===== config.mk =====
export PLATFORM = sky130hd
export DESIGN_NAME = ic_74148_sync
export DESIGN_NICKNAME = d
export VERILOG_FILES = /design/src/rtl/ic_74148_sync.sv
export SDC_FILE = /design/constraint.sdc
export NUM_CORES = 1
export LEC_CHECK = 0
export CELL_PAD_IN_SITES_DETAIL_PLACEMENT = 1
export CELL_PAD_IN_SITES_GLOBAL_PLACEMENT = 2
export CORE_ASPECT_RATIO = 1.75
export CORE_MARGIN = 8
export CORE_UTILIZATION = 38
export CTS_BUF_LIST = sky130_fd_sc_hd__clkbuf_2 sky130_fd_sc_hd__clkbuf_4 sky130_fd_sc_hd__clkbuf_8
export DETAILED_ROUTE_END_ITERATION = 12
export PLACE_DENSITY = 0.83
export SLEW_MARGIN = 20
export SYNTH_ARGS = -nofsm -noshare
export SYNTH_HDL_FRONTEND = slang
export SYNTH_SLANG_ARGS = --single-unit

===== constraint.sdc =====
create_clock -name clk -period 4.3 [get_ports clk]
set_input_delay 0.645 -clock clk [delete_from_list [all_inputs] [get_ports clk]]
set_output_delay 0.645 -clock clk [all_outputs]
set_load 0.1 [all_outputs]

===== src/rtl/ic_74148_sync.sv =====
// Registered 8-to-3 priority encoder (74148-style) with request edge capture and valid/ack handshake.
// Latency: request edge to pending in SYNC_STAGES+1 edges, to valid/code in SYNC_STAGES+2 edges.
// Backpressure: a presented code is held until ack; new requests accumulate in pending meanwhile.
module ic_74148_sync #(
    // Synchroniser depth on each i_n bit; legal range 1..3.
    parameter int SYNC_STAGES = 2
) (
    input  logic       clk,
    input  logic       rst,
    input  logic       ei_n,
    input  logic [7:0] i_n,
    input  logic       ack,
    output logic [2:0] code,
    output logic       valid,
    output logic [7:0] pending,
    output logic [2:0] a_n,
    output logic       gs_n,
    output logic       eo_n
);

    typedef enum logic {
        IDLE    = 1'b0,
        PRESENT = 1'b1
    } state_t;

    logic [7:0] sync_q [SYNC_STAGES];
    logic [7:0] sync_d [SYNC_STAGES];
    logic [7:0] prev_q, prev_d;
    logic [7:0] pending_q, pending_d;
    state_t     state_q, state_d;
    logic [2:0] code_q, code_d;
    logic [2:0] a_n_q, a_n_d;
    logic       gs_n_q, gs_n_d;
    logic       eo_n_q, eo_n_d;

    logic [7:0] s;
    logic [7:0] fall;
    logic [7:0] set_mask;
    logic [7:0] clr_mask;
    logic       valid_d;

    // Index of the highest set bit; bit 7 has top priority.
    function automatic logic [2:0] prio_idx(input logic [7:0] v);
        logic [2:0] idx;
        idx = 3'd0;
        for (int k = 0; k < 8; k++) begin
            if (v[k]) idx = k[2:0];
        end
        return idx;
    endfunction

    // Synchroniser shift chain plus edge-history register.
    always_comb begin
        sync_d[0] = i_n;
        for (int i = 1; i < SYNC_STAGES; i++) begin
            sync_d[i] = sync_q[i-1];
        end
        s      = sync_q[SYNC_STAGES-1];
        prev_d = s;
        fall   = prev_q & ~s;
    end

    // Handshake FSM, pending set/clear (set wins) and 74148-style output encoding.
    always_comb begin
        state_d  = state_q;
        code_d   = code_q;
        clr_mask = 8'h00;
        set_mask = fall & {8{~ei_n}};

        case (state_q)
            IDLE: begin
                // ack is ignored here; presentation needs the enable and something pending.
                if (!ei_n && (pending_q != 8'h00)) begin
                    code_d  = prio_idx(pending_q);
                    state_d = PRESENT;
                end
            end
            PRESENT: begin
                // Code is frozen; neither new requests nor ei_n affect it until ack.
                if (ack) begin
                    clr_mask = 8'h01 << code_q;
                    state_d  = IDLE;
                end
            end
            default: state_d = IDLE;
        endcase

        pending_d = (pending_q & ~clr_mask) | set_mask;
        valid_d   = (state_d == PRESENT);
        a_n_d     = valid_d ? ~code_d : 3'b111;
        gs_n_d    = ~valid_d;
        eo_n_d    = ~(~ei_n & (pending_d == 8'h00));
    end

    // State registers; synchroniser and history reset to "all released".
    always_ff @(posedge clk or posedge rst) begin
        if (rst) begin
            for (int i = 0; i < SYNC_STAGES; i++) begin
                sync_q[i] <= 8'hFF;
            end
            prev_q    <= 8'hFF;
            pending_q <= 8'h00;
            state_q   <= IDLE;
            code_q    <= 3'd0;
            a_n_q     <= 3'b111;
            gs_n_q    <= 1'b1;
            eo_n_q    <= 1'b1;
        end else begin
            for (int i = 0; i < SYNC_STAGES; i++) begin
                sync_q[i] <= sync_d[i];
            end
            prev_q    <= prev_d;
            pending_q <= pending_d;
            state_q   <= state_d;
            code_q    <= code_d;
            a_n_q     <= a_n_d;
            gs_n_q    <= gs_n_d;
            eo_n_q    <= eo_n_d;
        end
    end

    assign code    = code_q;
    assign valid   = (state_q == PRESENT);
    assign pending = pending_q;
    assign a_n     = a_n_q;
    assign gs_n    = gs_n_q;
    assign eo_n    = eo_n_q;

endmodule

==> run_results.csv <==
group,metric,value,unit
layout,fin_nets,155,
power_and_ir_drop,leakage,0.745,nW
run,max_cap_viol_count,0,
clock_tree,clockBufferDepth,2,
routing,drc,0,
floorplan,num_io_pins,29,
routing,ant_nets,0,
clock_tree,clock_latency,0.28,ns
clock_tree,cts_inserted_buffers,5,
floorplan,start_util,39.9,%
layout,layoutNonFillerInstCount,190,
worst_setup_path,criticalPathCategory,"flop to output pin",
floorplan,die_h,97.6,um
timing,rsz0062_at_grt,"false",
layout,layout-drive-gt1-share,29.2,%
placement,place_inst,182,
clock_tree,tritoncts,"built",
logic_synthesis,ys_ff_latch,41,
worst_setup_path,max_stage_delay,1.19,ns
routing,drt_iter0_markers,11,
placement,dp_hpwl,2380,um
logic_synthesis,synth_seq_area_share,73.4,%
clock_tree,cts-htree-levels,2,
timing,fmax,0.383,GHz
placement,place.gp.congestion,0.793,
global_route,grt_pass1_wl,5260,um
clock_tree,post_cts_buffers,0,
timing,tns,0,ns
routing,via_count,970,
worst_setup_path,critPathTopFamily,"buffers and inverters",
timing,slew_viol_final,0,
global_route,grtUsageTotal,10.9,%
routing,wl_per_cell,16.6,um
placement,io_buffers,28,
timing,tightest_slew,0.980,ns
routing,wirelength,3150,um
global_route,gr-total-overflow,0,
worst_setup_path,arrival,1.96,ns
timing,skew,0.00472,ns
routing,dr.pass1.iters,3,
clock_tree,cts.clk_slew.worst_paths,0.07,ns
clock_tree,postCtsResizedCells,0,
global_route,grt_pass1_vias,1072,
logic_synthesis,ys_warn_count,0,
worst_setup_path,crit_path_max_fanout,8,
worst_setup_path,path_buf_inv,1,
global_route,antenna_found_initial,0,
worst_hold_path,hold_class,"flop to flop",
worst_setup_path,crit_path_start_kind,"flop",
logic_synthesis,avgSynthCellArea,13.4,sq um
timing,max-slew-margin-rel,34.4,%
worst_setup_path,required,3.65,ns
clock_tree,cts_sinks,41,
layout,area_growth,30.3,%
logic_synthesis,syn-num-nets,120,
power_and_ir_drop,p_per_area,653,nW/um^2
worst_setup_path,cp-end-kind,"output pin",
worst_setup_path,cpMaxStageDelayCell,"clkdlybuf4s50_1",
clock_tree,ctsHoldBuffers,0,
floorplan,fp.dieArea,6110,sq um
floorplan,rows,29,
floorplan,fp.coreArea,3630,sq um
logic_synthesis,netlist_area,1450,sq um
worst_setup_path,path_cells,"clkdlybuf4s50_1",
layout,design_area,1880,sq um
routing,via_per_inst,5.11,
layout,num-fill-cells,400,
timing,fin_crit_sh,60.7,%
timing,hold_viol,0,
timing,setup_viol,0,
floorplan,die_w,62.6,um
logic_synthesis,ys_types,29,
power_and_ir_drop,vdd.ir_drop.worst,0.336,mV
clock_tree,cts-root-buf,"clkbuf_8",
placement,dpl_cell_area,1790,sq um
outcome,status,"finished clean",
logic_synthesis,syn_inst,108,
global_route,grt_max_degree,42,
layout,diodes,0,
power_and_ir_drop,power,0.00123,W
timing,min_period,2.61,ns
## where the power goes
group          internal [W]  switching, W
Sequential         0.000449     0.0000564
Combinational      0.000113      0.000352
Clock              0.000143      0.000117
## cells in the final DEF, fill, tap and decap left out, types with 2 or more instances in the layout
master and count:
a22oi_1 3, nor2_1 7, nand3b_1 2, nand2_1 10, inv_1 4, clkbuf_8 6
a21boi_0 2, nor3b_1 2, dfrtp_1 12, dfstp_2 29, o21ai_0 10, or2_2 2
clkbuf_4 2, a211o_1 2, a21oi_1 3, clkdlybuf4s50_1 28, nand2b_1 5
## sequential cells by signal, indices dropped and copies added (netlist names)
signal   cells
prev_q       8
code         3
sync_d       8
valid        1
prev_d       8
eo_n         1
pending      8
gs_n         1
a_n          3
## cells by family after synthesis
kind of cell	share of synthesized area (%)
and+or+nand+nor	13.1
AOI/OAI and AO/OA	12.1
buffers and inverters	1.38
DFF	73.4
## stage by stage
step	util, %	setup slack (ns)	hold WS [ns]
final	51.9	1.69	0.353
after global routing	51.9	1.62	0.359
after CTS	51.9	1.66	0.358
after detailed placement	49.2	1.64	0.347
after global placement	49.2	1.74	0.345
after floorplan	-	2.00	0.345
## per-layer routing
| layer | up-vias | share of wire, % | wire (um) | GRT usage (%) |
|---|---|---|---|---|
| met5 | - | 0 | 0 | 0 |
| li1 | 445 | - | - | - |
| met4 | 0 | 1.8 | 56 | 5.30 |
| met1 | 497 | 37 | 1180 | 10.3 |
| met3 | 5 | 4.2 | 132 | 3.81 |
| met2 | 23 | 57 | 1780 | 20.0 |
## final timing paths
path,cells past startpoint,to,slack (ns),start
max in group asynchronous,3,prev_q[0],3.11,rst
min,0,prev_d[7],0.35,sync_d[7]
min in group asynchronous,3,pending[6],0.83,rst
max reg2reg,4,code[0],2.41,pending[3]
max,1,code[0],1.69,code[0]
min reg2reg,0,prev_d[7],0.35,sync_d[7]
## layout make-up
type                            instances  area [sq um]  area share, %
Tap cell                               46          57.6           3.05
Inverter                                4          15.0          0.797
Timing Repair Buffer                   29           288           15.3
Clock buffer                            8          97.6           5.18
Multi-Input combinational cell         62           364           19.3
Sequential cell                        41          1060           56.4
## Yosys cell counts
master | number | area (sq um)
a211o_1 | 2 | 17.5
a211oi_1 | 1 | 7.51
a21boi_0 | 2 | 15.0
a21o_2 | 1 | 8.76
a21oi_1 | 3 | 15.0
a22oi_1 | 3 | 22.5
a311oi_1 | 1 | 8.76
a31oi_1 | 1 | 6.26
buf_2 | 1 | 5.00
dfrtp_1 | 12 | 300
dfstp_2 | 29 | 762
inv_1 | 4 | 15.0
nand2_1 | 10 | 37.5
nand2b_1 | 5 | 31.3
nand3_1 | 1 | 5.00
nand3b_1 | 2 | 15.0
nand3b_2 | 1 | 11.3
nand4_1 | 1 | 6.26
nand4b_1 | 1 | 8.76
nor2_1 | 7 | 26.3
nor2b_1 | 1 | 6.26
nor3b_1 | 2 | 15.0
nor4_1 | 1 | 6.26
o21a_1 | 1 | 7.51
o21ai_0 | 10 | 50.1
o311ai_0 | 1 | 8.76
o31ai_1 | 1 | 7.51
or2_2 | 2 | 12.5
or4_1 | 1 | 7.51
Power figures use the tool's default switching activity.
